--- config.mk ---
export PLATFORM = sky130hd
export DESIGN_NAME = siw_addrgen
export DESIGN_NICKNAME = d
export VERILOG_FILES = /design/src/rtl/siw_addrgen.sv
export SDC_FILE = /design/constraint.sdc
export NUM_CORES = 1
export LEC_CHECK = 0
export CAP_MARGIN = 20
export CORE_AREA = 2 2 99 101
export DETAILED_ROUTE_END_ITERATION = 16
export DIE_AREA = 0 0 101 103
export MAX_ROUTING_LAYER = met4
export PLACE_DENSITY = 0.85
export SETUP_SLACK_MARGIN = 0.2
export SLEW_MARGIN = 20
export SYNTH_ARGS = -nofsm -noshare
export SYNTH_HDL_FRONTEND = slang
export SYNTH_SLANG_ARGS = --single-unit
--- constraint.sdc ---
create_clock -name siw_addrgen_clk -period 8.6 [get_ports siw_addrgen_clk]
set_input_delay 1.29 -clock siw_addrgen_clk [delete_from_list [all_inputs] [get_ports siw_addrgen_clk]]
set_output_delay 1.29 -clock siw_addrgen_clk [all_outputs]
set_load 0.02 [all_outputs]
--- src/rtl/siw_addrgen.sv ---
// Two-level (period x iterations) address generator for one BRAM port.
// Optional macro SIW_ADDRGEN_PAUSE_EN adds a pause input that freezes DELAY/RUN.
module siw_addrgen #(
  parameter int ADDR_W = 10,
  parameter int CNT_W  = 10,
  parameter int DLY_W  = 4
) (
  input  logic              siw_addrgen_clk,
  input  logic              siw_addrgen_rst_n,
  input  logic              siw_addrgen_init,
  input  logic              siw_addrgen_run,
  input  logic [ADDR_W-1:0] siw_addrgen_start,
  input  logic [ADDR_W-1:0] siw_addrgen_incr,
  input  logic [ADDR_W-1:0] siw_addrgen_shift,
  input  logic [CNT_W-1:0]  siw_addrgen_period,
  input  logic [CNT_W-1:0]  siw_addrgen_iterations,
  input  logic [DLY_W-1:0]  siw_addrgen_delay,
  input  logic              siw_addrgen_rnw,
`ifdef SIW_ADDRGEN_PAUSE_EN
  input  logic              siw_addrgen_pause,
`endif
  output logic [ADDR_W-1:0] siw_addrgen_address,
  output logic              siw_addrgen_enable,
  output logic              siw_addrgen_write_en,
  output logic              siw_addrgen_busy,
  output logic              siw_addrgen_done
);

  typedef enum logic [1:0] {
    IDLE  = 2'd0,
    DELAY = 2'd1,
    RUN   = 2'd2,
    DONE  = 2'd3
  } state_t;

  state_t state_r, state_s;

  logic [ADDR_W-1:0] addr_r, addr_s;
  logic [CNT_W-1:0]  elem_r, elem_s;
  logic [CNT_W-1:0]  iter_r, iter_s;
  logic [DLY_W-1:0]  dly_r, dly_s;

  logic [ADDR_W-1:0] start_r, incr_r, shift_r;
  logic [CNT_W-1:0]  period_r, iters_r;
  logic [DLY_W-1:0]  delay_r;
  logic              rnw_r, rnw_s;

  logic enable_r, enable_s;
  logic write_en_r, write_en_s;
  logic busy_r, busy_s;
  logic done_r, done_s;

  logic load_s;
  logic hold_s;
  logic pause_s;
  logic elem_last_s;
  logic iter_last_s;

`ifdef SIW_ADDRGEN_PAUSE_EN
  assign pause_s = siw_addrgen_pause;
`else
  assign pause_s = 1'b0;
`endif

  assign elem_last_s = (elem_r == (period_r - CNT_W'(1)));
  assign iter_last_s = (iter_r == (iters_r - CNT_W'(1)));

  // State, counters, latched configuration and registered outputs.
  always_ff @(posedge siw_addrgen_clk or negedge siw_addrgen_rst_n) begin
    if (!siw_addrgen_rst_n) begin
      state_r    <= IDLE;
      addr_r     <= {ADDR_W{1'b0}};
      elem_r     <= {CNT_W{1'b0}};
      iter_r     <= {CNT_W{1'b0}};
      dly_r      <= {DLY_W{1'b0}};
      start_r    <= {ADDR_W{1'b0}};
      incr_r     <= {ADDR_W{1'b0}};
      shift_r    <= {ADDR_W{1'b0}};
      period_r   <= {CNT_W{1'b0}};
      iters_r    <= {CNT_W{1'b0}};
      delay_r    <= {DLY_W{1'b0}};
      rnw_r      <= 1'b0;
      enable_r   <= 1'b0;
      write_en_r <= 1'b0;
      busy_r     <= 1'b0;
      done_r     <= 1'b0;
    end else begin
      state_r    <= state_s;
      addr_r     <= addr_s;
      elem_r     <= elem_s;
      iter_r     <= iter_s;
      dly_r      <= dly_s;
      enable_r   <= enable_s;
      write_en_r <= write_en_s;
      busy_r     <= busy_s;
      done_r     <= done_s;
      if (load_s) begin
        start_r  <= siw_addrgen_start;
        incr_r   <= siw_addrgen_incr;
        shift_r  <= siw_addrgen_shift;
        period_r <= siw_addrgen_period;
        iters_r  <= siw_addrgen_iterations;
        delay_r  <= siw_addrgen_delay;
        rnw_r    <= siw_addrgen_rnw;
      end
    end
  end

  // Next state, address and counters; init overrides everything.
  always_comb begin
    state_s = state_r;
    addr_s  = addr_r;
    elem_s  = elem_r;
    iter_s  = iter_r;
    dly_s   = dly_r;
    load_s  = 1'b0;
    hold_s  = 1'b0;
    if (siw_addrgen_init) begin
      state_s = IDLE;
      addr_s  = {ADDR_W{1'b0}};
      elem_s  = {CNT_W{1'b0}};
      iter_s  = {CNT_W{1'b0}};
      dly_s   = {DLY_W{1'b0}};
    end else begin
      case (state_r)
        IDLE: begin
          if (siw_addrgen_run) begin
            load_s = 1'b1;
            if ((siw_addrgen_period == {CNT_W{1'b0}}) ||
                (siw_addrgen_iterations == {CNT_W{1'b0}})) begin
              state_s = DONE;
            end else if (siw_addrgen_delay != {DLY_W{1'b0}}) begin
              state_s = DELAY;
              dly_s   = siw_addrgen_delay;
            end else begin
              state_s = RUN;
              addr_s  = siw_addrgen_start;
              elem_s  = {CNT_W{1'b0}};
              iter_s  = {CNT_W{1'b0}};
            end
          end else begin
            state_s = IDLE;
          end
        end
        DELAY: begin
          if (pause_s) begin
            hold_s = 1'b1;
          end else if (dly_r == DLY_W'(1)) begin
            state_s = RUN;
            addr_s  = start_r;
            elem_s  = {CNT_W{1'b0}};
            iter_s  = {CNT_W{1'b0}};
          end else begin
            dly_s = dly_r - DLY_W'(1);
          end
        end
        RUN: begin
          // addr_r has already been presented; a pause only defers the step.
          if (pause_s) begin
            hold_s = 1'b1;
          end else if (elem_last_s && iter_last_s) begin
            state_s = DONE;
          end else if (elem_last_s) begin
            addr_s = addr_r + shift_r;
            elem_s = {CNT_W{1'b0}};
            iter_s = iter_r + CNT_W'(1);
          end else begin
            addr_s = addr_r + incr_r;
            elem_s = elem_r + CNT_W'(1);
          end
        end
        DONE: begin
          state_s = IDLE;
        end
        default: begin
          state_s = IDLE;
        end
      endcase
    end
  end

  // Output values for the next cycle, derived from the next state.
  always_comb begin
    enable_s   = 1'b0;
    write_en_s = 1'b0;
    busy_s     = 1'b0;
    done_s     = 1'b0;
    if (load_s) begin
      rnw_s = siw_addrgen_rnw;
    end else begin
      rnw_s = rnw_r;
    end
    case (state_s)
      RUN: begin
        busy_s = 1'b1;
        if (hold_s) begin
          enable_s = 1'b0;
        end else begin
          enable_s = 1'b1;
        end
        write_en_s = enable_s & ~rnw_s;
      end
      DELAY: begin
        busy_s = 1'b1;
      end
      DONE: begin
        done_s = 1'b1;
      end
      IDLE: begin
        busy_s = 1'b0;
      end
      default: begin
        busy_s = 1'b0;
      end
    endcase
  end

  assign siw_addrgen_address  = addr_r;
  assign siw_addrgen_enable   = enable_r;
  assign siw_addrgen_write_en = write_en_r;
  assign siw_addrgen_busy     = busy_r;
  assign siw_addrgen_done     = done_r;

endmodule

==> metrics.md <==
| Metric | Value |
|---|---|
| Most common flop cell mapped by yosys | sky130_fd_sc_hd__dfrtp_1 |
| Number of buffers added for setup after CTS | 0 |
| Critical path arrival | 5.02 ns |
| Worst vdd rail ir drop | 0.000120 V |
| Worst Setup Start Kind | register |
| Floorplan core area | 9460 µm² |
| TritonCTS buffer count | 9 |
| Syn_nets | 626 |
| RSZ-0062 raised after global routing | no |
| Share of cells above drive strength 1 | 16.0% |
| Clock tree from TritonCTS | built |
| Detailed Route Iter0 Violations | 417 |
| Wire length of the first global-routing pass | 21.2 mm |
| Number of maximum-capacitance violations | 0 |
| Post-layout min period | 4.78 ns |
| Top post-synthesis cells by area | sky130_fd_sc_hd__dfrtp_1 (41%), sky130_fd_sc_hd__mux2_2 (12%), sky130_fd_sc_hd__ha_1 (4.8%) |
| Chip Height | 103 µm |
| Worst setup path class | register to register |
| Post-route antenna net violation count | 0 |
| Run status | complete, no violations |
| Worst slack after detailed placement | 3.97 ns |
| CP Capture Type | register |
| Final GP Congestion | 0.928 |
| Wire length after detailed routing | 12.8 mm |
| Number of diodes added for antenna fixing | 0 |
| Final Hold Violating Endpoints | 0 |
| Static Leak | 2.67 nW |
| Least-Margin Pin Slew | 0.893 ns |
| Cells after Synth | 545 |
| Logic pwr share | 31.7% |
| Aggregate negative setup slack | 0 ns |
| Placed Area | 6270 µm² |
| Clock root buffer | sky130_fd_sc_hd__clkbuf_8 |
| Net switching share of the total power | 33.3% |
| Internal power of the cells | 0.888 mW |
| Share of the core filled with cells | 68.7% |
| Final HPWL from detailed placement | 9.17 mm |
| Total Nets Final | 688 |
| Post-synth EDFFs | 0 |
| Clock Path Buffers | 2 |
| Largest net degree at the start of global routing | 52 |
| Most common cell after layout, fill and taps aside | sky130_fd_sc_hd__dfrtp_1 |
| I/O pin total | 73 |
| Average cell area after synthesis | 10.1 µm² |
| Hold-fix buffers at CTS | 0 |
| Final setup violation count | 0 |
| Area leader, netlist | sky130_fd_sc_hd__dfrtp_1 |
| Net switching power | 0.444 mW |
| Async set-reset flop share out of synthesis | 100% |
| Path type of the worst min-delay path | register to register |
| FF/Latch Area | 2280 µm² |
| Most frequent cells in the layout | sky130_fd_sc_hd__dfrtp_1 (91), sky130_fd_sc_hd__clkdlybuf4s50_1 (71), sky130_fd_sc_hd__mux2_2 (61), sky130_fd_sc_hd__nor2_1 (39), sky130_fd_sc_hd__nand2_1 (36) |
| GRT Resource Usage Total | 26.7% |
| Post-detailed-route wirelength per cell | 17.6 µm |
| Final setup skew | 0.00399 ns |
| Final Max Tran Viols | 0 |
| Final period util | 55.5% |
| Final worst slack | 3.82 ns |
| Number of warnings reported in the yosys synthesis log | 0 |
| H-tree levels | 3 |
| Fmax achieved | 0.209 GHz |
| Number of sinks on the clock net | 91 |
| Worst EP required | 8.84 ns |
| Maximum fanout encountered on the critical timing path | 19 |
| Starting density of the core | 58.2% |
| Total number of vias | 4,502 |
| Clk pin slew, worst setup/hold paths | 0.09 ns |
| Die X-Extent | 101 µm |
| Multi-input logic area | 3010 µm² |
| Register bit count reported by yosys | 91 |
| # resized after CTS | 0 |
| Latest clock arrival within the worst-skew pair | 0.36 ns |
| Netlist area before placement | 5510 µm² |
| Share of power burned in registers | 43.4% |
| Share of power burned in the clock network | 24.9% |
| Vias per inst | 6.20 |
| Overall die area | 10,400 µm² |
| Number of different library cells in the post-synthesis netlist | 72 |
| Cell depth of the worst min-delay path | 2 |
| Area share of the largest cell type after synthesis | 41.4% |
| Port Buffer Count | 72 |
| Vias in the first global route | 4,425 |
| Initial antenna violation count | 0 |
| Part of the Yosys area used for sequential elements | 41.4% |
| Num rows | 36 |
| Post-route DRC violation count | 0 |
| Path depth of the worst reg2reg path | 18 |
| Headroom to the max-slew limit | 40.3% |
| Power Density | 205 nW/µm² |
| Remaining global-route overflow | 0 |
| Filler cell count in the final layout | 695 |
| P&R area growth vs syn | 18.0% |
| First-pass DRT Iterations | 5 |
| Post-route standard cell area excluding fillers | 6500 µm² |
==> worst paths after layout <==
check                                              end  slack [ns]              start
worst max-delay path            siw_addrgen_address[8]        3.82        period_r[0]
worst min register to register                dly_r[1]        0.50           dly_r[1]
max in group asynchronous                   shift_r[0]        6.69  siw_addrgen_rst_n
worst min-delay path                          dly_r[1]        0.50           dly_r[1]
min in group asynchronous                   iters_r[7]        0.91  siw_addrgen_rst_n
worst max register to register  siw_addrgen_address[8]        3.82        period_r[0]
==> synthesized netlist by cell type (3+ instances only) <==
cell and instances:
sky130_fd_sc_hd__a21o_1 5, sky130_fd_sc_hd__clkbuf_1 13, sky130_fd_sc_hd__or3_1 4, sky130_fd_sc_hd__a2111oi_0 3, sky130_fd_sc_hd__nand4_1 7, sky130_fd_sc_hd__nor3_1 17
sky130_fd_sc_hd__o41ai_1 8, sky130_fd_sc_hd__ha_1 21, sky130_fd_sc_hd__nor2_1 39, sky130_fd_sc_hd__nand2b_1 11, sky130_fd_sc_hd__xor2_1 11, sky130_fd_sc_hd__nor2b_1 7
sky130_fd_sc_hd__nor4_1 9, sky130_fd_sc_hd__mux2_2 61, sky130_fd_sc_hd__or2_2 3, sky130_fd_sc_hd__dfrtp_1 91, sky130_fd_sc_hd__nor3b_1 3, sky130_fd_sc_hd__xnor2_1 19
sky130_fd_sc_hd__o21ai_0 17, sky130_fd_sc_hd__o31ai_1 7, sky130_fd_sc_hd__nand2_1 36, sky130_fd_sc_hd__a221oi_1 9, sky130_fd_sc_hd__a21oi_1 24, sky130_fd_sc_hd__buf_2 5
sky130_fd_sc_hd__nand3_1 23, sky130_fd_sc_hd__or4_1 4, sky130_fd_sc_hd__o22ai_1 5, sky130_fd_sc_hd__inv_1 27
==> registers in the layout, summed over array words and instances (netlist names) <==
name and flops:
elem_r 10, incr_r 10, iter_r 10, iters_r 10, period_r 10, shift_r 10
siw_addrgen_address 10, start_r 10, dly_r 4, state_r 2, rnw_r 1, siw_addrgen_busy 1
siw_addrgen_done 1, siw_addrgen_enable 1, siw_addrgen_write_en 1
==> layer usage <==
layer | global-route usage (%) | part of all wire [%]
met1 | 34.3 | 42
met5 | - | 0
met3 | 4.54 | 5.1
met4 | 10.7 | 2.6
met2 | 42.6 | 50
==> worst max-delay path, stage by stage (launching register included) <==
cell	delay, ns
sky130_fd_sc_hd__dfrtp_1	0.46
sky130_fd_sc_hd__inv_1	0.09
sky130_fd_sc_hd__ha_1	0.20
sky130_fd_sc_hd__nor4b_4	0.28
sky130_fd_sc_hd__nand4b_1	0.14
sky130_fd_sc_hd__a2bb2oi_1	0.15
sky130_fd_sc_hd__o31ai_1	0.29
sky130_fd_sc_hd__and2_4	0.38
sky130_fd_sc_hd__mux2_2	0.37
sky130_fd_sc_hd__ha_1	0.21
sky130_fd_sc_hd__fa_1	0.42
sky130_fd_sc_hd__a21o_1	0.19
sky130_fd_sc_hd__a21oi_1	0.24
sky130_fd_sc_hd__o21bai_1	0.11
sky130_fd_sc_hd__a2111oi_0	0.39
sky130_fd_sc_hd__nor3_1	0.13
sky130_fd_sc_hd__xor2_1	0.18
sky130_fd_sc_hd__a221oi_1	0.10
sky130_fd_sc_hd__o41ai_1	0.31
==> metrics by stage <==
step / hold slack [ns] / instances / total power, mW
6_report: 0.505 / 726 / 1.33
5_1_grt: 0.530 / 726 / 1.40
4_1_cts: 0.509 / 726 / 1.33
3_5_place_dp: 0.492 / 710 / 0.998
3_3_place_gp: 0.479 / 710 / 0.974
2_1_floorplan: 0.462 / 545 / 0.859
==> logic make-up after synthesis <==
group | after synthesis | synth area share (%)
AO/OA/AOI/OAI | 103 | 13.1
XOR/XNOR | 31 | 5.07
adder cells (fa/ha/maj) | 22 | 5.14
buffers and inverters | 51 | 3.95
flip-flops | 91 | 41.4
multiplexers | 62 | 12.7
AND/OR/NAND/NOR | 185 | 18.7
==> power by group through the flow <==
stage | Combinational, mW | Clock, mW | Sequential, mW
2_1_floorplan | 0.289 | 0 | 0.571
4_1_cts | 0.421 | 0.333 | 0.576
3_3_place_gp | 0.396 | 0 | 0.578
5_1_grt | 0.462 | 0.355 | 0.587
3_5_place_dp | 0.415 | 0 | 0.583
6_report | 0.423 | 0.331 | 0.578
==> layout make-up <==
type / instances / share of cell area [%]
Tap cell: 114 / 2.19
Inverter: 28 / 1.62
Clock buffer: 12 / 2.39
Timing Repair Buffer: 74 / 11.3
Clock inverter: 4 / 1.12
Multi-Input combinational cell: 403 / 46.4
Sequential cell: 91 / 35.0
Power figures use the tool's default switching activity.
